File: src/rtl/moving_average_pow2.sv
// Streaming signed moving-average filter over a 2**LOG2_DEPTH sample window.
// Running sum is kept incrementally (add newest, subtract oldest) with a circular sample buffer.
module moving_average_pow2 #(
    parameter int DATA_W     = 8,
    parameter int LOG2_DEPTH = 2,
    parameter int ROUND      = 1
) (
    input  logic                                   system1000,
    input  logic                                   system1000_rst,
    input  logic                                   clear,
    input  logic                                   in_valid,
    input  logic signed [DATA_W-1:0]               in_data,
    output logic                                   out_valid,
    output logic signed [DATA_W-1:0]               out_data,
    output logic signed [DATA_W+LOG2_DEPTH-1:0]    out_sum,
    output logic                                   window_full
);

    localparam int DEPTH = 1 << LOG2_DEPTH;
    localparam int SUM_W = DATA_W + LOG2_DEPTH;
    localparam int CNT_W = LOG2_DEPTH + 1;

    localparam logic signed [SUM_W:0] RND_INC =
        $signed({{SUM_W{1'b0}}, 1'b1} << (LOG2_DEPTH - 1));
    localparam logic signed [SUM_W:0] AVG_MAX =
        $signed({{(LOG2_DEPTH + 2){1'b0}}, {(DATA_W - 1){1'b1}}});
    localparam logic signed [SUM_W:0] AVG_MIN =
        $signed({{(LOG2_DEPTH + 2){1'b1}}, {(DATA_W - 1){1'b0}}});

    if (LOG2_DEPTH < 1 || LOG2_DEPTH > 8 || DATA_W < 2) begin : g_bad_params
        $error("moving_average_pow2: LOG2_DEPTH must be 1..8 and DATA_W >= 2");
    end

    // Window sum to average: optional half-LSB bias, arithmetic shift, clamp to sample range.
    function automatic logic signed [DATA_W-1:0] average(input logic signed [SUM_W-1:0] sum_v);
        logic signed [SUM_W:0] wide_v;
        logic signed [SUM_W:0] shr_v;
        wide_v = $signed({sum_v[SUM_W-1], sum_v});
        if (ROUND != 0) begin
            wide_v = wide_v + RND_INC;
        end else begin
            wide_v = wide_v;
        end
        shr_v = wide_v >>> LOG2_DEPTH;
        if (shr_v > AVG_MAX) begin
            average = AVG_MAX[DATA_W-1:0];
        end else if (shr_v < AVG_MIN) begin
            average = AVG_MIN[DATA_W-1:0];
        end else begin
            average = shr_v[DATA_W-1:0];
        end
    endfunction

    logic signed [DATA_W-1:0] buf_q [DEPTH];
    logic [LOG2_DEPTH-1:0]    wr_ptr_q, wr_ptr_d;
    logic [CNT_W-1:0]         fill_q, fill_d;
    logic signed [SUM_W-1:0]  sum_q, sum_d;
    logic signed [DATA_W-1:0] avg_q, avg_d;
    logic                     valid_q, valid_d;
    logic                     full_q, full_d;
    logic                     accept_s;
    logic signed [DATA_W-1:0] oldest_s;

    assign accept_s = in_valid & ~clear;
    assign oldest_s = buf_q[wr_ptr_q];

    // Next-state: the running sum register doubles as the out_sum output, so it holds when idle.
    always_comb begin
        wr_ptr_d = wr_ptr_q;
        fill_d   = fill_q;
        sum_d    = sum_q;
        avg_d    = avg_q;
        valid_d  = 1'b0;
        full_d   = full_q;
        if (accept_s) begin
            wr_ptr_d = wr_ptr_q + {{(LOG2_DEPTH - 1){1'b0}}, 1'b1};
            sum_d    = sum_q + {{LOG2_DEPTH{in_data[DATA_W-1]}}, in_data}
                             - {{LOG2_DEPTH{oldest_s[DATA_W-1]}}, oldest_s};
            avg_d    = average(sum_d);
            valid_d  = 1'b1;
            if (fill_q != CNT_W'(DEPTH)) begin
                fill_d = fill_q + {{(CNT_W - 1){1'b0}}, 1'b1};
            end else begin
                fill_d = fill_q;
            end
            full_d   = (fill_d == CNT_W'(DEPTH));
        end else begin
            valid_d  = 1'b0;
        end
    end

    // State registers; reset and clear both flush the whole window.
    always_ff @(posedge system1000) begin
        if (system1000_rst || clear) begin
            for (int i = 0; i < DEPTH; i++) begin
                buf_q[i] <= {DATA_W{1'b0}};
            end
            wr_ptr_q <= {LOG2_DEPTH{1'b0}};
            fill_q   <= {CNT_W{1'b0}};
            sum_q    <= {SUM_W{1'b0}};
            avg_q    <= {DATA_W{1'b0}};
            valid_q  <= 1'b0;
            full_q   <= 1'b0;
        end else begin
            if (accept_s) begin
                buf_q[wr_ptr_q] <= in_data;
            end
            wr_ptr_q <= wr_ptr_d;
            fill_q   <= fill_d;
            sum_q    <= sum_d;
            avg_q    <= avg_d;
            valid_q  <= valid_d;
            full_q   <= full_d;
        end
    end

    assign out_valid   = valid_q;
    assign out_data    = avg_q;
    assign out_sum     = sum_q;
    assign window_full = full_q;

endmodule

File: config.mk
export PLATFORM = sky130hd
export DESIGN_NAME = moving_average_pow2
export DESIGN_NICKNAME = d
export VERILOG_FILES = /design/src/rtl/moving_average_pow2.sv
export SDC_FILE = /design/constraint.sdc
export NUM_CORES = 1
export LEC_CHECK = 0
export CAP_MARGIN = 20
export CELL_PAD_IN_SITES_DETAIL_PLACEMENT = 1
export CELL_PAD_IN_SITES_GLOBAL_PLACEMENT = 2
export CORE_MARGIN = 2
export CORE_UTILIZATION = 34
export DETAILED_ROUTE_END_ITERATION = 12
export MAX_ROUTING_LAYER = met4
export PLACE_DENSITY = 0.76
export SLEW_MARGIN = 20
export SYNTH_ARGS = -nofsm -noshare
export SYNTH_HDL_FRONTEND = slang
export SYNTH_SLANG_ARGS = --single-unit
File: constraint.sdc
create_clock -name system1000 -period 4.1 [get_ports system1000]
set_clock_uncertainty 0.15 [all_clocks]
set_input_delay 0.82 -clock system1000 [delete_from_list [all_inputs] [get_ports system1000]]
set_output_delay 0.82 -clock system1000 [all_outputs]
set_load 0.005 [all_outputs]
Word level (Yosys, flattened, before mapping)
Memories as Yosys holds them, arrays and structs flattened. A register that Yosys moved wholly into a read port is not among the register bits.
Cells that the tools add are included.
{"block": "op_classes", "n_addsub": 5, "n_lt_le_gt_ge": 2, "eq_ne": 2, "mux": 15, "bitwise_logic": 2, "reduce_logical": 2}
{"operator": "$mux W8", "count": 3}
{"operator": "$add A10 B3 Y11 const B", "count": 1}
{"operator": "$mux W11", "count": 1}
{"operator": "$add A10 B10 Y10", "count": 1}
{"operator": "$sub A10 B10 Y10", "count": 1}
{"operator": "$gt A9 B8 Y1 const B", "count": 1}
{"operator": "$lt A9 B8 Y1 const B", "count": 1}
{"operator": "$reduce_or A8 Y1", "count": 1}
{"operator": "$mux W1", "count": 6}
{"operator": "$mux W2", "count": 3}
{"operator": "$mux W3", "count": 2}
{"operator": "$add A3 B1 Y3 const B", "count": 1}
{"operator": "$eq A3 B3 Y1 const B", "count": 1}
{"operator": "$ne A3 B3 Y1 const B", "count": 1}
{"operator": "$add A2 B1 Y2 const B", "count": 1}
{"operator": "$and A1 B1 Y1", "count": 1}
{"operator": "$logic_or A1 B1 Y1", "count": 1}
{"operator": "$not A1 Y1", "count": 1}
{"block": "totals", "register_bits": 25, "mem_bits_rw": 32, "in_bits": 12, "out_inout_bits": 20, "n_memories": 1}
{"memory": "buf_q", "depth": 4, "width": 8, "rd": 1, "rd_ports_with_merged_regs": 1, "write_ports": 4, "line": "54", "text": "logic signed [DATA_W-1:0] buf_q [DEPTH];"}

Longest topological paths before layout
Gate-level depths: netlist (run 1).
{"block": "depth", "word_depth": 7, "ltp_mapped": 14, "mapped_depth_nobuf": 13}

Worst setup path after synthesis (run 1)
Ideal clock, no wire load.
{"block": "synth_path", "kind": "flip-flop to flip-flop", "from": "reg with a tool-made name", "to": "reg avg_q[5] (netlist: out_data[5])", "setup_ns": 0.120, "arrival_time_ns": 3.799, "required_time_ns": 3.830, "path_slack_ns": 0.031, "stages_incl_launch_ff": 12, "n_path_buf": 1, "path_cell_list": "dfxtp_1 clkbuf_1 mux4_2 fa_1 fa_1 and2b_1 o22a_1 xor2_1 nand3_1 o21ai_0 a31oi_1 o31a_1"}
{"item": "end signal, assigned", "line": "101", "text": "avg_q <= {DATA_W{1'b0}};"}
{"item": "end signal, assigned", "line": "111", "text": "avg_q <= avg_d;"}
{"item": "end, declared", "line": "58", "text": "logic signed [DATA_W-1:0] avg_q, avg_d;"}

Final worst setup path (run 1)
{"block": "layout_path", "from": "in in_data[4]", "to": "reg avg_q[6] (netlist: out_data[6])"}
{"block": "layout_between", "elab_chain_len": 7, "elab_cells_between_ends": 8}
{"item": "start, declared", "line": "12", "text": "input logic signed [DATA_W-1:0] in_data,"}
{"item": "$add A10 B10 Y10 *", "line": "77", "text": "sum_d = sum_q + {{LOG2_DEPTH{in_data[DATA_W-1]}}, in_data}"}
{"item": "$sub A10 B10 Y10 *", "line": "78", "text": "- {{LOG2_DEPTH{oldest_s[DATA_W-1]}}, oldest_s};"}
{"item": "$add A10 B3 Y11 *", "line": "40", "text": "wide_v = wide_v + RND_INC;"}
{"item": "$mux W11 *", "line": "75", "text": "if (accept_s) begin"}
{"item": "$lt A9 B8 Y1", "line": "47", "text": "end else if (shr_v < AVG_MIN) begin"}
{"item": "$mux W8", "line": "47"}
{"item": "$mux W8 *", "line": "45", "text": "if (shr_v > AVG_MAX) begin"}
Every way passes the cells marked *; elsewhere a longest branch is shown, timed or not. The select of a mux whose other input is x is not followed.
A chain may end at the register's enable or synchronous reset.

==> results.md, run 1 <==
Status:
- The flow ran to the end, and the final reports show no timing, DRC or antenna violations.

Timing:
- The worst slew margin relative to its limit is 59.4%.
- The setup violation total in the final timing report is 0.
- Hold timing on the final database bottoms out at a slack of 0.329 ns.
- The share of the clock period used by the worst path after layout is 97.9%.
- The number of max-slew violations in the final report is 0.
- The number of hold violations in the final report is 0.
- The highest clock frequency the design can meet is 0.249 GHz.
- For the pin with the worst max-slew slack, the measured transition is 0.608 ns.
- The post-route minimum period is 4.02 ns.

Finish:
- The multi-input combinational cells in the finished layout cover a total of 1740 um^2.
- The final non-filler cell area is 4430 um^2.
- The share of post-route cells with drive strength above 1 is 22.0%.
- At the end of the flow the core is filled with cells to 45.6%.
- The area growth from synthesis to layout is 30.4%.
- The repair_antennas step left the layout with diodes totalling 0.
- The finished layout holds 537 standard cells, fillers aside.
- The number of filler cells placed in the layout is 1117.
- The final layout net count is 435.
- The sequential cells in the finished layout cover a total of 1500 um^2.

Die:
- Once the floorplan was initialized, standard cells occupied 34.9% of the core.
- The core region is 9730 um^2.
- In this run the horizontal extent of the chip is 104 um.
- From bottom edge to top edge, the die measures 104 um.
- The number of top-level pins is 32.
- In this run the core area contains 36 standard-cell rows.
- The die footprint is 10800 um^2.

Global routing:
- The overall track demand over capacity in global routing is 17.1%.
- The first-pass GRT wire length is 14100 um.
- Entering global routing, the biggest net connects 33 pins.
- The total global routing overflow is 0.
- The met1 global-route usage is 20.5%.
- The layer flagged by global routing as most heavily used is met2.
- Global routing used 28.9% of the available met2 tracks.
- The number of antenna violations at the first check in global routing is 0.
- The number of global-route vias before repair is 2733.
- The global-route track usage on met3 is 3.07%.

Worst setup path:
- STA classifies the critical path startpoint as a primary input.
- At the worst endpoint, the arrival time is 4.13 ns.
- The critical-path maximum fanout is 4.
- STA classifies the critical path endpoint as a register.
- The required time at the endpoint of the critical path is 4.22 ns.
- The internal reg-to-reg setup slack is 0.16 ns.
- The worst flop-to-flop path endpoint is out_data[6]$_SDFFE_PP0P_.
- The critical path is of the primary input to register type.
- The worst register-to-register path has a depth of 12.

Clock network:
- The clock edge transition at the registers on the reported setup and hold paths is 0.07 ns.
- The count of clock tree sinks is 59.
- TritonCTS built the clock tree.
- The tree is rooted in a clkbuf_8.
- The longest clock path from root to sink contains 2 buffers.
- The CTS buffer count is 9.
- At the later pin of the worst-skew pair, clock insertion delay measures 0.34 ns.
- In this run the number of H-tree levels came out at 3.

Synthesis:
- Counting flops with an async set or reset pin after synthesis yields a share of 0%.
- The share of the yosys chip area belonging to registers is 44.2%.
- The count of warnings emitted by yosys is 0.
- The synthesized design spends more area on one cell type than any other, namely edfxtp_1.
- The gate count after technology mapping is 322.
- By count the netlist is led by inv_1 (41), edfxtp_1 (32), nor2_1 (31).
- The synthesized net count is 357.
- The synthesized design contains 32 enable-type register cells.
- The post-synthesis register bit count is 59.
- Yosys mapped the design onto 57 distinct sky130hd cell types.
- A synthesized cell averages 10.6 um^2.
- The cell with the most instances after synthesis is inv_1.
- In the post-synthesis netlist, the biggest area contributors are edfxtp_1 (28%), dfxtp_1 (16%), fa_1 (5.3%).
- The share of synthesized area in the top cell type comes to 28.3%.
- The cell area after technology mapping is 3400 um^2.
- The top flip-flop cell by instance count after synthesis is edfxtp_1.

Drt:
- The total iterations of the first detailed-routing run is 4.
- Using the TritonRoute via totals, the vias-per-cell ratio works out to 4.86.
- The number of DRC markers after the initial detailed-route iteration is 94.
- The number of DRC violations after detailed routing is 0.
- The final antenna-violating net count is 0.
- The number of vias after detailed routing is 2609.
- For this block, the routed nets add up to 8700 um of wire.
- After detailed routing, the average wire length per cell comes to 16.2 um.

Placed design:
- In this run the cell area measured after placement is 4190 um^2.
- At the end of routability-driven placement, the weighted congestion stood at 0.789.
- The number of buffer cells added on primary ports is 31.
- The number of instances in the placed design is 520.
- The half-perimeter wire length after detailed placement is 6430 um.

Job:
- The number of maximum-capacitance constraint violations is 0.

Min path:
- The hold-critical path endpoint is out_data[4]$_SDFFE_PP0P_.
- The instance count along the most critical hold path is 2.
- The worst hold path belongs to the class register to register.
- The startpoint of the tightest hold check path is out_data[4]$_SDFFE_PP0P_.

Power and ir drop:
- VDD sags by at most 0.178 mV.
- The power per standard cell area is 519 nW/um^2.
- The leakage component of the power is 1.89 nW.
- The post-layout total power is 2.30 mW.
==> area by class of cell <==
| class | count | area share (%) |
|---|---|---|
| Multi-Input combinational cell | 209 | 39.2 |
| Sequential cell | 59 | 33.9 |
| Timing Repair Buffer | 80 | 15.6 |
| Tap cell | 133 | 3.75 |
| Inverter | 41 | 3.47 |
| Clock buffer | 9 | 2.80 |
| Clock inverter | 6 | 1.30 |
==> critical path, stage by stage <==
cell and delay (ns):
clkdlybuf4s50_1 0.49, inv_1 0.08, fa_1 0.53, inv_1 0.04, ha_1 0.32, a21o_1 0.25
or3b_4 0.43, o211ai_4 0.24, and2_4 0.20, nand3_2 0.10, or4_1 0.51, o211ai_1 0.11
==> cells by family after synthesis <==
group / after synthesis / synth area share (%)
buffers and inverters: 54 / 6.11
XOR/XNOR: 14 / 4.05
AO/OA/AOI/OAI: 38 / 8.06
multiplexers: 22 / 9.46
adder cells (fa/ha/maj): 23 / 10.5
flip-flops: 59 / 44.2
AND/OR/NAND/NOR: 112 / 17.7
==> repair_timing <==
| item | CTS | global route |
|---|---|---|
| hold buffers | 0 | 0 |
| gates resized for setup | 0 | 10 |
| setup buffers | 0 | 2 |
| setup endpoints to repair | 0 | 7 |
==> layout by cell type (no fill, tap or decap), drive strengths merged, types with 3 or more instances in the layout <==
| cell type | count |
|---|---|
| a21o | 3 |
| clkbuf | 9 |
| o211ai | 4 |
| nor4 | 7 |
| nand2b | 4 |
| mux2i | 13 |
| nand2 | 16 |
| o21a | 3 |
| buf | 49 |
| nor2 | 31 |
| edfxtp | 32 |
| and2 | 20 |
| a21oi | 6 |
| inv | 41 |
| and3 | 4 |
| xnor2 | 8 |
| nor3 | 3 |
| o21ai | 7 |
| xor2 | 5 |
| fa | 9 |
| dfxtp | 27 |
| ha | 14 |
| nand3 | 8 |
| clkdlybuf4s50 | 31 |
| nor2b | 3 |
| mux4 | 8 |
| clkinv | 3 |
==> stage by stage <==
step,setup WS (ns),setup TNS [ns]
3_5_place_dp,-0.286,-1.44
4_1_cts,0.0571,0
5_1_grt,-0.00284,-0.00284
3_3_place_gp,-0.196,-0.849
6_report,0.0846,0
2_1_floorplan,0.0309,0
==> per-layer routing <==
metal,vias to the layer above,wire [um]
met2,28,4480
met4,0,101
met3,9,178
li1,1268,-
met5,-,0
met1,1304,3940
==> state kept, by name, summed over array words and instances (netlist names), named ones only <==
register     flops
buf_q           32
fill_q           3
out_data         8
out_sum         10
out_valid        1
window_full      1
wr_ptr_q         2
==> how the worst max path moves through the flow <==
stage / slack (ns) / start / endpoint / cells past startpoint
floorplan: 0.03 / register / out_data[5]$_SDFFE_PP0P_ / 11
global placement: -0.20 / in_data[4] / out_data[6]$_SDFFE_PP0P_ / 12
detailed placement: -0.29 / in_data[4] / out_data[6]$_SDFFE_PP0P_ / 12
CTS: 0.06 / in_data[4] / out_data[6]$_SDFFE_PP0P_ / 12
global route: -0.003 / in_data[4] / out_data[6]$_SDFFE_PP0P_ / 12
finish: 0.08 / in_data[4] / out_data[6]$_SDFFE_PP0P_ / 12
==> power by group <==
part	switching, mW	leakage, nW	internal (mW)
Clock	0.245	0.0862	0.272
Combinational	0.508	1.23	0.570
Sequential	0.0309	0.575	0.672
Note: power is estimated with default switching activity, not from simulation.
==> run 2: changes to the inputs <==
--- a/config.mk
+++ b/config.mk
@@ -11,6 +11,7 @@
 export CORE_MARGIN = 2
 export CORE_UTILIZATION = 34
 export DETAILED_ROUTE_END_ITERATION = 12
+export GPL_ROUTABILITY_DRIVEN = 0
 export MAX_ROUTING_LAYER = met4
 export PLACE_DENSITY = 0.76
 export SLEW_MARGIN = 20
==> results of run 2 <==
Same layout as run 1: the final DEF is identical, and so are final timing and power.
==> run 3: changes to the inputs <==
--- a/config.mk
+++ b/config.mk
@@ -8,7 +8,6 @@
 export CAP_MARGIN = 20
 export CELL_PAD_IN_SITES_DETAIL_PLACEMENT = 1
 export CELL_PAD_IN_SITES_GLOBAL_PLACEMENT = 2
-export CORE_MARGIN = 2
 export CORE_UTILIZATION = 34
 export DETAILED_ROUTE_END_ITERATION = 12
 export GPL_ROUTABILITY_DRIVEN = 0
==> results.md, run 3 (synthesized netlist as in run 1, its figures left out) <==
Worst setup path:
- The cell count along the critical path is 12 (unchanged).
- The largest individual stage delay along the critical path comes from the cell fa_1.
- The type of element capturing the critical path is a register.
- The critical-path maximum fanout is 4 (unchanged).
- The number of buffers and inverters on the critical path is 3 (unchanged).
- The signal on the critical path passes through clkdlybuf4s50_1, inv_2, fa_1, inv_1, ha_1, a21o_1, or3b_4, o211ai_4, and2_4, nand3_2, or4_1, o211ai_1.
- The worst flop-to-flop path endpoint is out_data[6]$_SDFFE_PP0P_.
- STA classifies the critical path startpoint as a primary input.
- The maximum single-stage delay on the critical path came to 0.53 ns (about the same).
- The signal arrival time at the worst endpoint is 4.14 ns (about the same).
- By startpoint and endpoint, the worst setup path is classified as primary input to register.
- The internal reg-to-reg setup slack was 0.14 ns (-0.02 ns).
- On the critical path the largest part of the delay comes from simple AND/OR/NAND/NOR gates.
- The count of cells along the worst register-to-register path is 12 (unchanged).
- The required time at the endpoint of the critical path was 4.21 ns (about the same).

Global routing:
- The number of global-route vias before repair is 2789 (+2.0%).
- The overall track demand over capacity in global routing came to 18.7% (+1.7 points).
- The first-pass GRT wire length was 14100 um (+0.54%).
- The total global routing overflow came to 0 (unchanged).
- The pin count of the biggest net entering global routing is 33 (unchanged).
- The number of antenna violations at the first check in global routing is 0 (unchanged).

Min path:
- In this run the most critical hold path is launched from out_data[4]$_SDFFE_PP0P_.
- The path category of the worst min-delay check is register to register.
- The hold-critical path endpoint is out_data[4]$_SDFFE_PP0P_.
- The instance count along the most critical hold path is 2 (unchanged).

Drt:
- The wire length on met2 was 4310 um (-3.8%).
- The final wirelength was 8680 um (-0.25%).
- The detailed router used layers up to and including met4.
- The number of vias after detailed routing was 2628 (+0.73%).
- The number of DRC violations after detailed routing was 0 (unchanged).
- The sum of met3 wire segment lengths after detailed routing was 225 um (+26%).
- The total iterations of the first detailed-routing run came to 4 (unchanged).
- The number of DRC markers after the initial detailed-route iteration came to 80 (-15%).
- The detailed-route wire length on metal 1 is 3990 um (+1.4%).
- The average vias per placed instance came to 4.88 (+0.54%).
- The wire length per cell was 16.1 um (-0.44%).
- The final antenna-violating net count was 0 (unchanged).

Timing:
- The number of hold violations in the final report is 0 (unchanged).
- The share of the clock period used by the worst path after layout was 98.2% (+0.25 points).
- The setup violation total in the final timing report is 0 (unchanged).
- The number of max-slew violations in the final report was 0 (unchanged).
- The slew at the pin closest to its max-slew limit came to 0.562 ns (-0.0454 ns).
- The worst slew margin relative to its limit came to 62.5% (+3.0 points).
- The highest clock frequency the design can meet was 0.248 GHz (-0.25%).
- The post-route minimum period is 4.03 ns (+0.0101 ns).

Power and ir drop:
- The leakage component of the power is 1.92 nW (+1.5%).
- The clock group share of total power is 25.0% (+2.5 points).
- The net switching fraction of the power is 32.7% (-1.4 points).
- The sequential group share of total power was 29.2% (-1.4 points).
- The post-layout total power was 2.40 mW (+4.6%).
- The power per standard cell area is 535 nW/um^2 (+3.2%).
- The internal power of the cells is 1.62 mW (+6.8%).
- The peak supply drop came to 0.235 mV (+32%).
- The power spent charging and discharging nets is 0.786 mW (+0.21%).
- The combinational power share was 45.9% (-1.0 points).

Clock network:
- The clock insertion delay at the later pin of the skew report is 0.34 ns (about the same).
- Clock tree synthesis selected as its root buffer the cell clkbuf_8.
- The clock edge transition at the registers on the reported setup and hold paths is 0.07 ns (about the same).
- The count of clock tree sinks came to 59 (unchanged).
- The count of hold-fix buffers inserted at cts came to 0 (unchanged).
- The maximum count of clock buffers along a single path is 2 (unchanged).
- The H-tree depth is 3 (unchanged).
- The CTS buffer count was 9 (unchanged).
- TritonCTS built the clock tree.

Placed design:
- The half-perimeter wire length after detailed placement is 6420 um (-0.13%).
- The number of buffer cells added on primary ports came to 31 (unchanged).
- The cell area after placement is 4180 um^2 (-0.18%).
- The number of instances in the placed design is 519 (-0.19%).

Finish:
- The share of post-route cells with drive strength above 1 is 23.0% (+0.93 points).
- The final layout net count was 435 (unchanged).
- Relative to the synthesized area, the layout overhead comes to 32.1%.
- The number of inserted diodes was 0 (unchanged).
- More flip-flops sit in one register than any other, and that register is buf_q.
- The filler-free cell count of the finished design is 538 (+0.19%).
- The top cell types in the final layout, fill and taps aside, are buf_4 (48), inv_1 (40), edfxtp_1 (32), nor2_1 (31), clkdlybuf4s50_1 (31).
- The flip-flop count of the largest register, all copies and words added is 32 (unchanged).
- The most common cell after layout, fill and taps aside is buf_4.
- The final non-filler cell area is 4490 um^2 (+1.4%).

Die:
- The row count is 36 (unchanged).
- The area of the core was 9730 um^2 (unchanged).
- The height of the chip is 102 um (-1.9%).
- The width of the die came to 102 um (-1.9%).
- The die footprint came to 10400 um^2 (-3.8%).
- The effective utilization at floorplan is 34.9% (unchanged).
- The number of top-level pins came to 32 (unchanged).

Job:
- The number of maximum-capacitance constraint violations is 0 (unchanged).

Status:
- The run finished with clean final reports.
run 3: cell types whose count changed in the layout (fill, tap and decap cells not counted), sizes merged:
| cell | delta |
|---|---|
| clkbuf | +2 |
| bufinv | +1 |
| clkinvlp | -2 |
run 3: routing by layer:
layer | vias to the layer above | global-route usage (%)
met5 | - | -
met4 | 0 | 5.93
met3 | 12 | 3.49
met2 | 32 | 30.8
met1 | 1317 | 23.3
li1 | 1267 | -
run 3: repair_timing:
item / 4_1_cts / 5_1_grt
setup endpoints to repair: 0 / 7
buffers inserted: 0 / 3
gates resized for setup: 0 / 14
run 3: worst max path at each step:
| stage | start | endpoint | slack (ns) |
|---|---|---|---|
| detailed placement | in_data[1] | out_data[6]$_SDFFE_PP0P_ | -0.32 |
| global route | in_data[4] | out_data[6]$_SDFFE_PP0P_ | -0.02 |
| global placement | in_data[4] | out_data[0]$_SDFFE_PP0P_ | -0.26 |
| floorplan | register | out_data[5]$_SDFFE_PP0P_ | 0.03 |
| CTS | in_data[4] | out_data[6]$_SDFFE_PP0P_ | 0.04 |
| finish | in_data[4] | out_data[6]$_SDFFE_PP0P_ | 0.07 |
run 3: layout make-up:
class / count / area [um^2]
Timing Repair Buffer: 80 / 691
Sequential cell: 59 / 1500
Clock buffer: 11 / 141
Tap cell: 133 / 166
Clock inverter: 5 / 77.6
Inverter: 41 / 154
Fill cell: 1113 / 5240
Multi-Input combinational cell: 209 / 1760
run 3: metrics by stage:
stage	hold slack (ns)	setup TNS [ns]	setup slack (ns)	util, %
2_1_floorplan	0.315	0	0.0309	-
3_3_place_gp	0.317	-1.05	-0.261	43.0
3_5_place_dp	0.319	-1.52	-0.321	43.0
4_1_cts	0.335	0	0.0367	45.2
5_1_grt	0.376	-0.0352	-0.0205	46.2
6_report	0.338	0	0.0745	46.2
run 3: worst register-to-register path: cells and delay by family (launching register included):
kind | cells | cell delay [ns]
DFF | 1 | 0.35
AOI/OAI and AO/OA | 3 | 0.62
buffers and inverters | 2 | 0.19
muxes | 1 | 0.53
and+or+nand+nor | 4 | 1.23
adders and majority gates | 2 | 0.81
run 3: power by group through the flow:
| stage | Clock (mW) | Sequential (mW) | Combinational, mW |
|---|---|---|---|
| floorplan | 0 | 0.706 | 0.563 |
| global placement | 0 | 0.714 | 0.979 |
| detailed placement | 0 | 0.716 | 1.00 |
| CTS | 0.616 | 0.703 | 1.01 |
| global route | 0.637 | 0.708 | 1.22 |
| finish | 0.600 | 0.701 | 1.10 |
==> RTL change, RTL diff (settings of run 3) <==
The parameter `ROUND` goes from 1 to 0.
--- a/src/rtl/moving_average_pow2.sv
+++ b/src/rtl/moving_average_pow2.sv
@@ -4,5 +4,5 @@
     parameter int DATA_W     = 8,
     parameter int LOG2_DEPTH = 2,
-    parameter int ROUND      = 1
+    parameter int ROUND      = 0
 ) (
     input  logic                                   system1000,
Formal check against the unedited RTL: not equivalent (a bounded check fails within 4 cycles, from zero or initial values).
==> RTL change against run 3 <==
Area after synthesis is 10% lower; setup slack better by 0.60 ns; core utilization is 3.8 points lower; critical path depth is 3 lower; sequential cell count stayed put; count of clock-buffer cells in the layout is 2 lower; via count is 21% lower; routed wire length is 21% lower; register-to-register slack better by 0.54 ns; final area is 18% lower; critical endpoint is now out_sum[8]; die area is 10% lower; highest routed layer unchanged; hold slack worse by 0.045 ns.
Power is not compared: it rests on default switching activity, and its combinational part moved more than twofold at a synthesized area within 25%.
==> RTL change: results <==
export IMPL_status="complete, no violations"
export IMPL_initialDrtViolationCount=104
export IMPL_clock_buffer_count_in_the_final_layout=9
export IMPL_synth_compound_area_frac=0.0874
export IMPL_netlist_instances=275
export IMPL_layout_core_utilization=0.424
export IMPL_seq_area_frac_synth=0.492
export IMPL_synth_adder_area_share=0.112
export IMPL_met1_use_gr=0.194
export IMPL_grt_first_pass_wirelength_um=11600
export IMPL_design_seq_count=59
export IMPL_worstPathArrival_ns=3.51
export IMPL_crit_path_max_fanout=5
export IMPL_layout_nets=346
export IMPL_timing_hold_worst_endpoint="out_data[2]"
export IMPL_wl_um=6860
export IMPL_worst_slew_pin_slew_ns=0.819
export IMPL_detailedPlace_worstSlack_ns=0.434
export IMPL_clockNetworkAreaShare=0.0559
export IMPL_yosys_cell_types_count=41
export IMPL_met2_usage=0.272
export IMPL_dpl_cell_count=409
export IMPL_hold_path_startpoint="out_data[2]"
export IMPL_grt_max_degree=19
export IMPL_placement_cell_area_um2=3490
export IMPL_place_detailed_hpwl_um=4970
export IMPL_average_detailed_routed_wire_length_per_instance_um=16.1
export IMPL_synth_cells_most_frequent="sky130_fd_sc_hd__inv_1, sky130_fd_sc_hd__edfxtp_1, sky130_fd_sc_hd__dfxtp_1"
## RTL change: changes by cell type after synthesis, moves of 3 or more
| cell | change |
|---|---|
| sky130_fd_sc_hd__a21oi_1 | +4 |
| sky130_fd_sc_hd__buf_2 | +5 |
| sky130_fd_sc_hd__nand3_1 | -5 |
| sky130_fd_sc_hd__mux2i_1 | -9 |
| sky130_fd_sc_hd__buf_1 | -4 |
| sky130_fd_sc_hd__nand2_1 | +6 |
| sky130_fd_sc_hd__inv_1 | -3 |
| sky130_fd_sc_hd__nor2_1 | -10 |
| sky130_fd_sc_hd__clkbuf_1 | -3 |
## RTL change: worst max-delay path by stage
stage,from,end,cells past startpoint
after floorplan,register,out_data[6],10
after global placement,in_data[1],out_sum[8],10
after detailed placement,in_data[1],out_sum[8],10
after CTS,register,out_sum[8],9
after global routing,register,out_sum[8],9
final,register,out_sum[8],9
## RTL change: metal layers
layer,part of all wire,wire length (um)
met1,0.45,3070
met2,0.50,3420
met3,0.027,182
met4,0.028,191
met5,0,0
